$ cat src/rtl/write_port_arbiter_pkg.sv
// rtl/write_port_arbiter_pkg.sv - state encodings and helpers shared by the write-port arbiter
//
// Holds the arbiter state type and its width so the future read-port
// arbiter can reuse the same encodings.
package write_port_arbiter_pkg;

    localparam int WRITE_ARB_STATE_WDTH = 3;

    typedef enum logic [WRITE_ARB_STATE_WDTH-1:0] {
        ARB_IDLE      = 3'd0,
        ARB_START     = 3'd1,
        ARB_WAIT_BUSY = 3'd2,
        ARB_WAIT_DONE = 3'd3,
        ARB_ACK       = 3'd4
    } arb_state_e;

endpackage

$ cat src/rtl/rr_priority_picker.sv
// rtl/rr_priority_picker.sv - combinational first-valid picker scanning upward from a pointer with wrap
//
// Ports:
//   req_valid  in   NUM_REQ   request vector
//   ptr        in   IDX_WDTH  index where the scan starts
//   found      out  1         at least one request is valid
//   idx        out  IDX_WDTH  first valid index at or after ptr, modulo NUM_REQ
module rr_priority_picker #(
    parameter int NUM_REQ  = 4,
    parameter int IDX_WDTH = $clog2(NUM_REQ)
) (
    input  logic [NUM_REQ-1:0]  req_valid,
    input  logic [IDX_WDTH-1:0] ptr,
    output logic                found,
    output logic [IDX_WDTH-1:0] idx
);

    int cand;

    always_comb begin
        found = 1'b0;
        idx   = '0;
        cand  = 0;
        for (int k = 0; k < NUM_REQ; k++) begin
            // Wrap by subtraction: NUM_REQ need not be a power of two.
            cand = int'(ptr) + k;
            if (cand >= NUM_REQ) begin
                cand = cand - NUM_REQ;
            end
            if (!found && req_valid[cand]) begin
                found = 1'b1;
                idx   = IDX_WDTH'(cand);
            end
        end
    end

endmodule

$ cat src/rtl/write_port_arbiter.sv
// rtl/write_port_arbiter.sv - arbitrates NUM_REQ requesters onto one shared write submodule
//
// Configuration: define WRITE_ARB_ROUND_ROBIN_EN for round-robin arbitration;
// left undefined, the pointer is fixed at 0 and the lowest valid index wins.
//
// Ports:
//   clk, rst_n  clock, asynchronous active-low reset
//   req_valid   in   NUM_REQ            per-requester write request (level)
//   req_addr    in   NUM_REQ*ADDR_WDTH  flattened addresses, slice i = requester i
//   req_data    in   NUM_REQ*DATA_WDTH  flattened data, slice i = requester i
//   req_ack     out  NUM_REQ            one-hot, one-cycle completion pulse
//   req_resp    out  RESP_WDTH          response, valid while req_ack is nonzero
//   sub_start   out  1                  start pulse to the write submodule
//   sub_addr    out  ADDR_WDTH          latched address to the submodule
//   sub_data    out  DATA_WDTH          latched data to the submodule
//   sub_done    in   1                  submodule idle level
//   sub_resp    in   RESP_WDTH          submodule response
//   busy        out  1                  high whenever not idle
module write_port_arbiter
    import write_port_arbiter_pkg::*;
#(
    parameter int NUM_REQ   = 4,
    parameter int ADDR_WDTH = 4,
    parameter int DATA_WDTH = 32,
    parameter int RESP_WDTH = 1
) (
    input  logic                           clk,
    input  logic                           rst_n,
    input  logic [NUM_REQ-1:0]             req_valid,
    input  logic [NUM_REQ*ADDR_WDTH-1:0]   req_addr,
    input  logic [NUM_REQ*DATA_WDTH-1:0]   req_data,
    output logic [NUM_REQ-1:0]             req_ack,
    output logic [RESP_WDTH-1:0]           req_resp,
    output logic                           sub_start,
    output logic [ADDR_WDTH-1:0]           sub_addr,
    output logic [DATA_WDTH-1:0]           sub_data,
    input  logic                           sub_done,
    input  logic [RESP_WDTH-1:0]           sub_resp,
    output logic                           busy
);

    localparam int IDX_WDTH = $clog2(NUM_REQ);

    arb_state_e             state;
    logic [IDX_WDTH-1:0]    win_idx;
    logic [IDX_WDTH-1:0]    ptr;
    logic [IDX_WDTH-1:0]    pick_idx;
    logic                   pick_found;
    logic [ADDR_WDTH-1:0]   addr_q;
    logic [DATA_WDTH-1:0]   data_q;
    logic [RESP_WDTH-1:0]   resp_q;

    logic [ADDR_WDTH-1:0]   addr_arr [NUM_REQ];
    logic [DATA_WDTH-1:0]   data_arr [NUM_REQ];

    for (genvar g = 0; g < NUM_REQ; g++) begin : g_unpack
        assign addr_arr[g] = req_addr[g*ADDR_WDTH +: ADDR_WDTH];
        assign data_arr[g] = req_data[g*DATA_WDTH +: DATA_WDTH];
    end

    rr_priority_picker #(
        .NUM_REQ  (NUM_REQ),
        .IDX_WDTH (IDX_WDTH)
    ) u_picker (
        .req_valid (req_valid),
        .ptr       (ptr),
        .found     (pick_found),
        .idx       (pick_idx)
    );

`ifdef WRITE_ARB_ROUND_ROBIN_EN
    // Advance past the winner as its ack goes out, so it becomes the
    // lowest priority for the next grant.
    always_ff @(posedge clk or negedge rst_n) begin
        if (!rst_n) begin
            ptr <= '0;
        end else if (state == ARB_ACK) begin
            ptr <= (win_idx == IDX_WDTH'(NUM_REQ - 1)) ? '0 : win_idx + 1'b1;
        end
    end
`else
    assign ptr = '0;
`endif

    assign sub_addr = addr_q;
    assign sub_data = data_q;
    // resp_q is cleared on leaving ARB_ACK, so it is nonzero only alongside req_ack.
    assign req_resp = resp_q;

    always_ff @(posedge clk or negedge rst_n) begin
        if (!rst_n) begin
            state     <= ARB_IDLE;
            win_idx   <= '0;
            addr_q    <= '0;
            data_q    <= '0;
            resp_q    <= '0;
            req_ack   <= '0;
            sub_start <= 1'b0;
            busy      <= 1'b0;
        end else begin
            case (state)
                ARB_IDLE: begin
                    if (pick_found && sub_done) begin
                        state     <= ARB_START;
                        win_idx   <= pick_idx;
                        addr_q    <= addr_arr[pick_idx];
                        data_q    <= data_arr[pick_idx];
                        sub_start <= 1'b1;
                        busy      <= 1'b1;
                    end
                end
                ARB_START: begin
                    state     <= ARB_WAIT_BUSY;
                    sub_start <= 1'b0;
                end
                ARB_WAIT_BUSY: begin
                    // The submodule must be seen leaving idle before its
                    // done level can mean completion.
                    if (!sub_done) begin
                        state <= ARB_WAIT_DONE;
                    end
                end
                ARB_WAIT_DONE: begin
                    if (sub_done) begin
                        state   <= ARB_ACK;
                        resp_q  <= sub_resp;
                        req_ack <= NUM_REQ'(1) << win_idx;
                    end
                end
                ARB_ACK: begin
                    state   <= ARB_IDLE;
                    req_ack <= '0;
                    resp_q  <= '0;
                    busy    <= 1'b0;
                end
                default: begin
                    state     <= ARB_IDLE;
                    req_ack   <= '0;
                    resp_q    <= '0;
                    sub_start <= 1'b0;
                    busy      <= 1'b0;
                end
            endcase
        end
    end

endmodule
$ cat config.mk
export PLATFORM = sky130hd
export DESIGN_NAME = write_port_arbiter
export DESIGN_NICKNAME = d
export VERILOG_FILES = /design/src/rtl/write_port_arbiter_pkg.sv /design/src/rtl/rr_priority_picker.sv /design/src/rtl/write_port_arbiter.sv
export SDC_FILE = /design/constraint.sdc
export NUM_CORES = 1
export LEC_CHECK = 0
export ABC_AREA = 0
export BUFFER_PORTS_ARGS = -buffer_cell sky130_fd_sc_hd__buf_2
export CAP_MARGIN = 10
export CORE_MARGIN = 10
export CORE_UTILIZATION = 41
export DETAILED_ROUTE_END_ITERATION = 10
export HOLD_SLACK_MARGIN = 0.05
export PLACE_DENSITY = 0.84
export SKIP_LAST_GASP = 1
export SLEW_MARGIN = 20
export SYNTH_ARGS = -nofsm -noshare
export SYNTH_HDL_FRONTEND = slang
export SYNTH_SLANG_ARGS = --single-unit
$ cat constraint.sdc
create_clock -name clk -period 1.6 [get_ports clk]
set_input_delay 0.24 -clock clk [delete_from_list [all_inputs] [get_ports clk]]
set_output_delay 0.24 -clock clk [all_outputs]
set_load 0.01 [all_outputs]
---- After elaboration in Yosys (flattened, before gate mapping) ----
Index checks and enable logic that the tools add are counted.
cells by class
  shifts and indexed selects .............. 1
  reductions and logical operators ........ 16
  multiplexer cells ....................... 24
  bitwise logic cells ..................... 4
  $lt $le $gt $ge ......................... 1
  equal/unequal tests ..................... 7
operator list
  operator               number
  $bmux W32 S2           1
  $mux W32               2
  $mux W4                3
  $pmux W3 S4            1
  $mux W3                3
  $reduce_or A3 Y1       3
  $bmux W4 S2            1
  $pmux W4 S2            1
  $reduce_and A2 Y1      4
  $mux W1                7
  $eq A3 B2 Y1 const B   2
  $ne A2 B2 Y1 const B   3
  $pmux W1 S2            3
  $logic_and A1 B1 Y1    4
  $mux W2                2
  $shl A1 B2 Y4 const A  1
  $eq A3 B1 Y1 const B   1
  $eq A3 B3 Y1 const B   1
  $ge A3 B3 Y1 const B   1
  $logic_not A1 Y1       3
  $logic_not A3 Y1       1
  $not A1 Y1             3
  $not A2 Y3             1
  $reduce_and A3 Y1      1
word-level totals
  input port bits ......................... 152
  register bits after elaboration ......... 48
  word-level logic and storage cells ...... 61

---- Logic depth before layout (Yosys ltp) ----
Gate-level depths: netlist of the first run.
  depth in word-level cells ............... 14
  gate-level depth with buffers ........... 6
  mapped depth without buffers ............ 3

---- Modules after synthesis ----
Synthesis of the first run repeated with hierarchy kept, for this count alone.
second synthesis, totals
  cells, all modules ...................... 180
  area, all modules ....................... 2955.3 um^2
modules (own cells, without submodules)
  module              cells an instance  area an instance (um^2)  times used
  write_port_arbiter  165                2877.8                   1
  rr_priority_picker  15                 77.6                     1

---- Least setup slack after synthesis of the first run ----
No wires, ideal clock.
  path kind ............................... flip-flop to flip-flop
  start point ............................. register state[1]
  end point ............................... register data_q[12] (netlist: sub_data[12])
  data required time ...................... 1468 ps
  path buffers ............................ 3
  slack ................................... -84 ps
  stages on the path, launching flop included .. 7
  arrival time ............................ 1551 ps
  cells stage by stage .................... dfrtp_1 -> buf_2 -> or4b_1 -> buf_2 -> buf_2 -> o21ai_0 -> o41ai_2
on the way
  longest elaborated chain between the ends .. 2
ends and longest elaborated chain
  item                         line                       text
  start, declared              write_port_arbiter.sv:44   arb_state_e state;
  start signal, assigned       write_port_arbiter.sv:92   state <= ARB_IDLE;
  start signal, assigned       write_port_arbiter.sv:104  state <= ARB_START;
  start signal, assigned       write_port_arbiter.sv:113  state <= ARB_WAIT_BUSY;
  $logic_not A3 Y1             write_port_arbiter.sv:101  case (state)
  $reduce_and A2 Y1 (no line)  -
  end signal, assigned         write_port_arbiter.sv:107  data_q <= data_arr[pick_idx];
  end, declared                write_port_arbiter.sv:50   logic [DATA_WDTH-1:0] data_q;
No other way between the ends.
A chain may end at the register's enable or synchronous reset.

---- Worst setup path in the final report of the first run ----
  start point ............................. register state[0]
  end point ............................... register data_q[3] (netlist: sub_data[3])
Same word-level chain as after synthesis.

==> run summary, run 1 <==
Pwr Density: 1290 mW/mm^2
last weighted congestion value of the routability-driven placer: 0.925
number of violations reported at the end of detailed-routing iteration 0: 338
input/output buffers: 194
Max FO, Critical Path: 12
total negative slack: -0.208 ns
Cells after Synth: 375
Pre-Repair DR Iteration Count: 6
Worst Setup Slack post-DPL: -0.0118 ns
fin nets: 726
number of distinct library cells after synthesis: 38
TritonCTS buffer count: 5
clock tree from TritonCTS: yes
RSZ-0062 raised after global routing: true
pin count of the biggest net entering global routing: 49
final std cells w/o fill: 679
most frequent standard cell in the layout excluding fill and tap cells: sky130_fd_sc_hd__buf_2
chain of cells forming the critical path: or4b_4 > buf_8 > buf_12 > o21ai_2 > o41ai_4
maximum root-to-sink buffer count: 2
sequential area share after synthesis: 0.349
Max-Slew Margin vs Limit: 0.668
endpoint kind of the worst setup timing path: register
hold_ws: 0.196 ns
clk slew on worst S/H paths: 0.09 ns
first-pass GRT wire length: 22100 um
antenna-violating nets left: 0
share of post-route cells with drive strength above 1: 0.531
achievable clock frequency: 602 MHz
clock insertion delay at the later pin of the skew report: 0.30 ns
# IOs: 195
violated checks: negative setup slack
standard-cell row count: 33
arrival time of data at the critical path endpoint: 1.83 ns
Maximum Capacitance Violations: 0
count of final max-slew check failures: 0
Hold Violations, Final: 0
post-synthesis area per instance: 9.17 um^2
root buffer cell: sky130_fd_sc_hd__clkbuf_8
y dimension of the die: 112 um
GRT overflow: 0
per-cell via count in the routed design: 6.15
die area: 0.0125 mm^2
Synth Net Count: 527
half-perimeter wire length of the detailed placement result: 10600 um
initial core utilization: 0.421
ANT cells: 0
Floorplan Core Area: 0.00818 mm^2
cell area after synthesis: 0.00344 mm^2
aggregate global-route resource usage: 0.209
Tightest Pin Transition: 0.497 ns
class of the worst hold path: in -> reg
post-synthesis to final-layout area growth: 49.9%
# clock sinks: 48
fraction of synthesized cell area taken by the top area cell type: 0.349
most frequent cells in the layout: sky130_fd_sc_hd__buf_2 (194), sky130_fd_sc_hd__dfrtp_1 (48), sky130_fd_sc_hd__a21oi_1 (38)
Yosys Warn Count: 0
placed cell count: 667
Filler Cells Inserted: 706
H-Tree Depth: 2
peak supply drop: 583 uV
fin crit share: 1.04
result of the run: finished with violations
number of antenna violations at the first check in global routing: 0
register bit total from synthesis: 48
biggest area contributors in the synthesized netlist: sky130_fd_sc_hd__dfrtp_1 (35%), sky130_fd_sc_hd__o41ai_2 (9.0%), sky130_fd_sc_hd__a21oi_1 (5.5%)
category of cells accounting for the largest share of critical-path delay: simple AND/OR/NAND/NOR gates
count of buffer and inverter cells on the critical path: 2
DRC errors left: 0
routed length per instance: 21.2 um
category of the critical setup timing path: reg -> reg
number of global-route vias before repair: 4318
Yosys top cell by area: sky130_fd_sc_hd__dfrtp_1
cell leakage power: 0.00239 uW
critical path startpoint category: register
final critical delay including setup and external delays: 1.66 ns
via count of the routed design: 4178
post-route core utilization: 0.631
Final WS setup: -0.0607 ns
width of the die: 112 um
clk_skew: 0.00847 ns
critical path's largest stage delay: 0.55 ns
required arrival time at the worst endpoint: 1.77 ns
final-report setup violation count: 9
Final Routed Wirelength: 14400 um
standard cell with the maximum stage delay on the critical path: sky130_fd_sc_hd__or4b_4
==> per-layer routing <==
layer  track usage  share of wire  up-vias
li1              -              -     1871
met1         0.258           0.40     2007
met2         0.346           0.49      273
met3        0.0596          0.096       27
met4        0.0591          0.016        0
met5             0              0        -
==> synthesized netlist by cell type (all sizes together) <==
master  number
a32o         2
o21ai       38
o211a        1
nor3b       17
inv          3
or3         19
buf         21
a31oi       17
nor4b        2
or3b        19
and2         1
nand2b       2
or4b         2
o22a         2
dfrtp       48
o41ai       20
nor4         1
nand2        9
o22ai       19
or4          1
clkinv       1
nand3        3
o31ai        2
and3b       17
o21bai       1
nor3         1
a31o         1
nor2b        3
a222oi      16
nor2        26
clkbuf      22
a21oi       38
==> registers in the layout, indices dropped and copies added, names as in the netlist <==
signal	count
state	3
req_resp	1
sub_data	32
sub_start	1
req_ack	4
busy	1
sub_addr	4
win_idx	2
==> through the flow <==
| stage | total power [uW] | area, um^2 |
|---|---|---|
| floorplan | 3930 | 3540 |
| global placement | 5100 | 4770 |
| detailed placement | 5220 | 4770 |
| CTS | 6270 | 4920 |
| global route | 7010 | 5150 |
| finish | 6630 | 5150 |
==> cell families after synthesis <==
| group | count (synthesis) | synth area share |
|---|---|---|
| buffers and inverters | 47 | 0.0669 |
| flip-flops | 48 | 0.349 |
| AND/OR/NAND/NOR | 123 | 0.246 |
| AO/OA/AOI/OAI | 157 | 0.338 |
==> what timing repair did <==
action,4_1_cts,5_1_grt
resized for setup,1,27
setup buffers,0,3
hold buffers,1,0
endpoints found under the setup margin,11,36
hold endpoints to repair,48,0
cloned,0,1
pin swaps,2,19
==> tightest hold or removal path: stages <==
cell	delay, ns
sky130_fd_sc_hd__buf_2	0.10
sky130_fd_sc_hd__nand2_1	0.05
sky130_fd_sc_hd__o21ai_0	0.07
==> cell type report <==
type                    count  area [um^2]  area share
inverters                   4         15.0     0.00291
flip-flops and latches     48         1200       0.233
well taps                 105          131      0.0255
clock buffers               5         68.8      0.0133
multi-input cells         280         2240       0.434
clock inverters             2         60.1      0.0117
repair buffers            235         1440       0.280
==> power by group <==
group	switching, uW	internal [uW]	total [uW]	leakage, uW
logic	1680	1690	3370	0.00174
registers	439	1790	2230	0.000580
clock network	418	616	1030	0.0000642
==> path summary, 6_finish.rpt <==
check / start / slack [ns] / end / depth (start not counted)
setup / recovery: state[0] / -0.06 / sub_data[3] / 5
hold / removal: sub_resp / 0.20 / req_resp / 3
setup reg to reg: state[0] / -0.06 / sub_data[3] / 5
hold reg to reg: req_ack[0] / 0.48 / req_ack[0] / 2
max in group asynchronous: rst_n / 0.92 / sub_data[18] / 3
min in group asynchronous: rst_n / 0.46 / req_ack[2] / 3
Note: power is estimated with default switching activity, not from simulation.
==> run 2: changes to the inputs <==
--- a/config.mk
+++ b/config.mk
@@ -5,7 +5,7 @@
 export SDC_FILE = /design/constraint.sdc
 export NUM_CORES = 1
 export LEC_CHECK = 0
-export ABC_AREA = 0
+export ABC_AREA = 1
 export BUFFER_PORTS_ARGS = -buffer_cell sky130_fd_sc_hd__buf_2
 export CAP_MARGIN = 10
 export CORE_MARGIN = 10
==> run summary, run 2 <==
DRC errors left: 0 (unchanged)
arrival time of data at the critical path endpoint: 1.65 ns (-0.18 ns)
flip-flop count of the largest register after layout: 32 (unchanged)
Max FO, Critical Path: 10 (-2)
clk_skew: 0.00292 ns (-0.00555 ns)
Yosys top cell by area: sky130_fd_sc_hd__dfrtp_1
count of flip-flops with a built-in enable after synthesis: 0 (unchanged)
biggest area contributors in the synthesized netlist: sky130_fd_sc_hd__dfrtp_1 (35%), sky130_fd_sc_hd__nand2_1 (25%), sky130_fd_sc_hd__nand3_1 (16%)
maximum root-to-sink buffer count: 2 (unchanged)
TritonCTS buffer count: 5 (unchanged)
via count of the routed design: 3945 (-5.6%)
sequential area share after synthesis: 0.348 (-0.00127)
Hold Violations, Final: 0 (unchanged)
Final Routed Wirelength: 11700 um (-19%)
Max-Slew Margin vs Limit: 0.572 (-0.0964)
fraction of synthesized cell area taken by the top area cell type: 0.348 (-0.00127)
endpoint kind of the worst setup timing path: register
Maximum Capacitance Violations: 0 (unchanged)
cell area after synthesis: 0.00345 mm^2 (+0.36%)
share of post-route cells with drive strength above 1: 0.313 (-0.218)
number of distinct library cells after synthesis: 18 (-53%)
standard-cell row count: 33 (unchanged)
required arrival time at the worst endpoint: 1.83 ns (+0.06 ns)
per-cell via count in the routed design: 4.54 (-26%)
final critical delay including setup and external delays: 1.42 ns (-0.242 ns)
Synth Net Count: 726 (+38%)
class of the worst hold path: in -> reg
# clock sinks: 48 (unchanged)
register bit total from synthesis: 48 (unchanged)
post-synthesis area per instance: 6.01 um^2 (-34%)
Tightest Pin Transition: 0.642 ns (+0.144 ns)
post-route core utilization: 0.571 (-0.0597)
chain of cells forming the critical path: nor2_2 > nand2_1 > inv_1 > nand2_2 > nor2_2 > buf_6 > nand2_1 > nand3_1
y dimension of the die: 112 um (+0.15%)
achievable clock frequency: 705 MHz (+17%)
result of the run: complete, no violations
RSZ-0062 raised after global routing: true
half-perimeter wire length of the detailed placement result: 9310 um (-12%)
fin crit share: 0.887 (-0.151)
reg-to-reg startpoint: state[0]
category of the critical setup timing path: reg -> reg
routed length per instance: 13.5 um (-36%)
initial core utilization: 0.420 (-0.000591)
last weighted congestion value of the routability-driven placer: 0.908 (-1.7%)
post-synthesis to final-layout area growth: 35.9%
Yosys Warn Count: 0 (unchanged)
most frequent standard cell in the layout excluding fill and tap cells: sky130_fd_sc_hd__nand2_1
input/output buffers: 194 (unchanged)
number of antenna violations at the first check in global routing: 0 (unchanged)
cell leakage power: 0.00301 uW (+26%)
first-pass GRT wire length: 18600 um (-16%)
root buffer cell: sky130_fd_sc_hd__clkbuf_8
Floorplan Core Area: 0.00822 mm^2 (+0.51%)
width of the die: 112 um (+0.15%)
post-placement cell area: 0.00455 mm^2 (-4.8%)
startpoint of the tightest hold check path: sub_resp
critical path startpoint category: register
async set or reset register ratio after synthesis: 1.00 (unchanged)
Cells after Synth: 574 (+53%)
CP startpoint: state[0]
# IOs: 195 (unchanged)
antenna-violating nets left: 0 (unchanged)
pin count of the biggest net entering global routing: 49 (unchanged)
number of global-route vias before repair: 3815 (-12%)
standard cell with the maximum stage delay on the critical path: sky130_fd_sc_hd__dfrtp_1
peak supply drop: 580 uV (-0.53%)
Pre-Repair DR Iteration Count: 4 (-2)
number of violations reported at the end of detailed-routing iteration 0: 312 (-7.7%)
GRT overflow: 0 (unchanged)
critical path's largest stage delay: 0.42 ns (-0.13 ns)
die area: 0.0125 mm^2 (+0.31%)
count of final max-slew check failures: 0 (unchanged)
most common cell in the synthesized netlist: sky130_fd_sc_hd__nand2_1
clock tree from TritonCTS: yes
fin nets: 914 (+26%)
most frequent cells in the layout: sky130_fd_sc_hd__nand2_1 (234), sky130_fd_sc_hd__buf_2 (194), sky130_fd_sc_hd__nand3_1 (111)
clk slew on worst S/H paths: 0.09 ns (about the same)
aggregate global-route resource usage: 0.175 (-0.0341)
final-report setup violation count: 0 (-9)
Pwr Density: 1220 mW/mm^2 (-5.3%)
Non-Filler Cell Area, Final: 0.00469 mm^2 (-9.0%)
H-Tree Depth: 2 (unchanged)
prevailing post-synth register cell: sky130_fd_sc_hd__dfrtp_1
commonest cells in the synthesized netlist: sky130_fd_sc_hd__nand2_1 (234), sky130_fd_sc_hd__nand3_1 (111), sky130_fd_sc_hd__inv_1 (101), sky130_fd_sc_hd__dfrtp_1 (48), sky130_fd_sc_hd__buf_2 (14)
clock insertion delay at the later pin of the skew report: 0.29 ns (about the same)
ANT cells: 0 (unchanged)
[run 2: cell types whose count changed after synthesis, sizes merged, moves of 17 or more]
cell   before  now
nand2       9  237
or3        19    0
nor3b      17    0
nand3       3  111
a21oi      38    7
or2         0   20
or3b       19    0
o22ai      19    0
a31oi      17    0
o21ai      38    5
and3b      17    0
inv         3  102
o41ai      20    0
[run 2: final cells by class]
| cell class | count | area [um^2] |
|---|---|---|
| clock buffer | 7 | 86.3 |
| clock inverter | 1 | 7.51 |
| fill | 852 | 3530 |
| inverter | 102 | 387 |
| multi-input combinational | 395 | 1710 |
| sequential | 48 | 1200 |
| tap | 105 | 131 |
| timing repair buffer | 210 | 1160 |
[run 2: through the flow]
| step | TNS (ns) | power (uW) | hold slack [ns] | cells | setup slack (ns) |
|---|---|---|---|---|---|
| 2_1_floorplan | 0 | 3750 | -0.0556 | 574 | 0.367 |
| 3_5_place_dp | 0 | 4950 | 0.251 | 857 | 0.0912 |
| 4_1_cts | 0 | 5720 | 0.174 | 866 | 0.0691 |
| 6_report | 0 | 5710 | 0.176 | 868 | 0.181 |
| 3_3_place_gp | 0 | 4880 | 0.247 | 857 | 0.110 |
| 5_1_grt | -0.0463 | 6240 | 0.178 | 868 | -0.00808 |
[run 2: power breakdown]
part / switching (uW) / internal [uW]
Sequential: 335 / 1800
Combinational: 1660 / 1160
Clock: 410 / 352
[run 2: repair_timing]
| item | in CTS | in global routing |
|---|---|---|
| setup endpoints to repair | 0 | 34 |
| resized for setup | 0 | 6 |
| setup buffers | 0 | 1 |
| endpoints found under the hold margin | 48 | 0 |
| hold buffers | 1 | 0 |
[run 2: path summary, 6_finish.rpt]
path                                 to  slack (ns)  cells after the start
hold reg to reg               sub_start        0.48                      2
max in group asynchronous    req_ack[0]        0.92                      3
setup reg to reg            sub_addr[1]        0.18                      8
min in group asynchronous  sub_data[24]        0.45                      3
setup / recovery            sub_addr[1]        0.18                      8
hold / removal                 req_resp        0.18                      3
[run 2: routing by layer]
metal,part of all wire,global-route usage,vias to the layer above
met5,0,0,-
met4,0.013,0.0411,0
met3,0.076,0.0488,10
met2,0.48,0.296,130
met1,0.43,0.213,1708
li1,-,-,2097
[run 2: cells by family after synthesis]
kind of cell    Yosys count  synth area share
flops                    48             0.348
compound gates           12            0.0185
buf+inv                 131             0.156
simple gates            383             0.477
[run 2: critical path: cells and delay by family (launching register included)]
| family | cells | cell delay [ns] |
|---|---|---|
| AND/OR/NAND/NOR | 6 | 0.65 |
| flip-flops | 1 | 0.42 |
| buffers and inverters | 2 | 0.28 |
==> run 3: changes to the inputs <==
--- a/config.mk
+++ b/config.mk
@@ -6,13 +6,13 @@
 export NUM_CORES = 1
 export LEC_CHECK = 0
 export ABC_AREA = 1
-export BUFFER_PORTS_ARGS = -buffer_cell sky130_fd_sc_hd__buf_2
 export CAP_MARGIN = 10
 export CORE_MARGIN = 10
-export CORE_UTILIZATION = 41
+export CORE_UTILIZATION = 49
 export DETAILED_ROUTE_END_ITERATION = 10
+export DONT_BUFFER_PORTS = 1
 export HOLD_SLACK_MARGIN = 0.05
-export PLACE_DENSITY = 0.84
+export PLACE_DENSITY = 0.72
 export SKIP_LAST_GASP = 1
 export SLEW_MARGIN = 20
 export SYNTH_ARGS = -nofsm -noshare
==> run summary, run 3 (synthesized netlist as in run 2, its figures left out) <==
result of the run: complete, no violations
clock tree from TritonCTS: yes
category of the critical setup timing path: reg -> reg
arrival time of data at the critical path endpoint: 1.68 ns (+0.03 ns)
most frequent cells in the layout: sky130_fd_sc_hd__nand2_1 (234), sky130_fd_sc_hd__nand3_1 (111), sky130_fd_sc_hd__inv_1 (101)
input/output buffers: 0 (-100%)
class of the worst hold path: in -> reg
die area: 0.0108 mm^2 (-14%)
Maximum Capacitance Violations: 0 (unchanged)
capturing instance or port of the critical path: sub_data[27]
Worst Reg2Reg Path Length in Cells: 8 (unchanged)
DRC errors left: 0 (unchanged)
critical path startpoint category: register
number of global-route vias before repair: 3377 (-11%)
pin count of the biggest net entering global routing: 54 (+10%)
peak supply drop: 470 uV (-19%)
total negative slack: 0 ns (unchanged)
chain of cells forming the critical path: nor2_2 > nand2_1 > inv_1 > nand2_2 > nor2_1 > buf_12 > nand2_1 > nand3_1
initial core utilization: 0.505 (+0.0852)
cell leakage power: 0.00224 uW (-26%)
standard cell with the maximum stage delay on the critical path: sky130_fd_sc_hd__dfrtp_1
most frequent standard cell in the layout excluding fill and tap cells: sky130_fd_sc_hd__nand2_1
fin crit share: 0.904 (+0.0172)
standard-cell row count: 30 (-9.1%)
Stages on worst setup path: 8 (unchanged)
ANT cells: 0 (unchanged)
Pre-Repair DR Iteration Count: 4 (unchanged)
TritonCTS buffer count: 5 (unchanged)
aggregate global-route resource usage: 0.178 (+0.00375)
fin nets: 718 (-21%)
Pwr Density: 1390 mW/mm^2 (+14%)
worst flop-to-flop path endpoint: sub_data[27]
flip-flop count of the largest register after layout: 32 (unchanged)
critical path's largest stage delay: 0.43 ns (about the same)
Max-Slew Margin vs Limit: 0.719 (+0.148)
number of antenna violations at the first check in global routing: 0 (unchanged)
final critical delay including setup and external delays: 1.45 ns (+0.0276 ns)
reg-to-reg startpoint: state[0]
CP startpoint: state[0]
required arrival time at the worst endpoint: 1.83 ns (about the same)
Floorplan Core Area: 0.00683 mm^2 (-17%)
overall power consumption: 5170 uW (-9.6%)
Filler Cells Inserted: 723 (-15%)
RSZ-0062 raised after global routing: false
# clock sinks: 48 (unchanged)
clk slew on worst S/H paths: 0.10 ns (about the same)
share of post-route cells with drive strength above 1: 0.0741 (-0.239)
per-cell via count in the routed design: 5.08 (+12%)
root buffer cell: sky130_fd_sc_hd__clkbuf_8
category of cells accounting for the largest share of critical-path delay: simple AND/OR/NAND/NOR gates
half-perimeter wire length of the detailed placement result: 8380 um (-10%)
number of violations reported at the end of detailed-routing iteration 0: 144 (-54%)
count of final max-slew check failures: 0 (unchanged)
most frequent CP cell: sky130_fd_sc_hd__nand2_1
clk_skew: 0.0127 ns (+0.00975 ns)
Final Routed Wirelength: 10300 um (-12%)
final-report setup violation count: 0 (unchanged)
endpoint kind of the worst setup timing path: register
CTS resizes: 0 (unchanged)
post-synthesis to final-layout area growth: 7.32%
Hold Violations, Final: 0 (unchanged)
y dimension of the die: 104 um (-7.0%)
Max FO, Critical Path: 20 (+10)
clock insertion delay at the later pin of the skew report: 0.30 ns (about the same)
maximum root-to-sink buffer count: 2 (unchanged)
routed length per instance: 15.6 um (+15%)
first-pass GRT wire length: 16400 um (-12%)
# IOs: 195 (unchanged)
width of the die: 104 um (-7.0%)
worst-case register-to-register setup slack: 0.15 ns (-0.03 ns)
last weighted congestion value of the routability-driven placer: 0.846 (-6.8%)
H-Tree Depth: 2 (unchanged)
antenna-violating nets left: 0 (unchanged)
achievable clock frequency: 691 MHz (-1.9%)
count of buffer and inverter cells on the critical path: 2 (unchanged)
via count of the routed design: 3369 (-15%)
GRT overflow: 0 (unchanged)
Tightest Pin Transition: 0.421 ns (-0.221 ns)
-- run 3: worst min path at each step --
stage / startpoint / to / slack (ns) / cells after the start
final: sub_resp / req_resp / 0.08 / 2
after floorplan: rst_n / busy / -0.06 / 0
after global placement: rst_n / busy / -0.05 / 0
after CTS: sub_resp / req_resp / 0.07 / 2
after detailed placement: rst_n / req_resp / -0.05 / 0
after global routing: sub_resp / req_resp / 0.06 / 2
-- run 3: per-stage QoR --
step | std cells | instance area (um^2) | hold slack, ns | worst slack [ns] | utilization
final | 663 | 3700 | 0.0794 | 0.153 | 0.542
after detailed placement | 653 | 3560 | -0.0540 | 0.184 | 0.521
after CTS | 663 | 3700 | 0.0726 | 0.166 | 0.542
after floorplan | 574 | 3450 | -0.0556 | 0.367 | -
after global routing | 663 | 3700 | 0.0633 | 0.0178 | 0.542
after global placement | 653 | 3560 | -0.0536 | 0.240 | 0.521
-- run 3: worst register-to-register path, stage by stage (launching register included) --
cell,delay (ns)
sky130_fd_sc_hd__dfrtp_1,0.43
sky130_fd_sc_hd__nor2_2,0.15
sky130_fd_sc_hd__nand2_1,0.11
sky130_fd_sc_hd__inv_1,0.09
sky130_fd_sc_hd__nand2_2,0.08
sky130_fd_sc_hd__nor2_1,0.19
sky130_fd_sc_hd__buf_12,0.19
sky130_fd_sc_hd__nand2_1,0.07
sky130_fd_sc_hd__nand3_1,0.07
-- run 3: report_power, final --
| group | total (uW) | switching [uW] | internal, uW |
|---|---|---|---|
| registers | 2570 | 768 | 1800 |
| logic | 1740 | 1050 | 683 |
| clock network | 865 | 402 | 463 |
| total | 5170 | 2220 | 2940 |
-- run 3: routing by layer --
layer  GRT usage  wire (um)  part of all wire  vias up
li1            -          -                 -     1704
met1       0.201       4020              0.39     1511
met2       0.314       5270              0.51      142
met3      0.0675        908             0.088       12
met4      0.0348        123             0.012        0
met5           0          0                 0        -
-- run 3: repair_timing --
| item | 4_1_cts | 5_1_grt |
|---|---|---|
| endpoints found under the hold margin | 48 | 0 |
| setup endpoints to repair | 0 | 0 |
| setup buffers | 0 | 0 |
| hold buffers | 2 | 0 |
-- run 3: area by class of cell --
cell class,count,area [um^2],share of cell area
Timing Repair Buffer,14,178,0.0480
Clock buffer,5,68.8,0.0186
Tap cell,96,120,0.0324
Sequential cell,48,1200,0.324
Clock inverter,3,42.5,0.0115
Inverter,102,383,0.103
Multi-Input combinational cell,395,1710,0.462
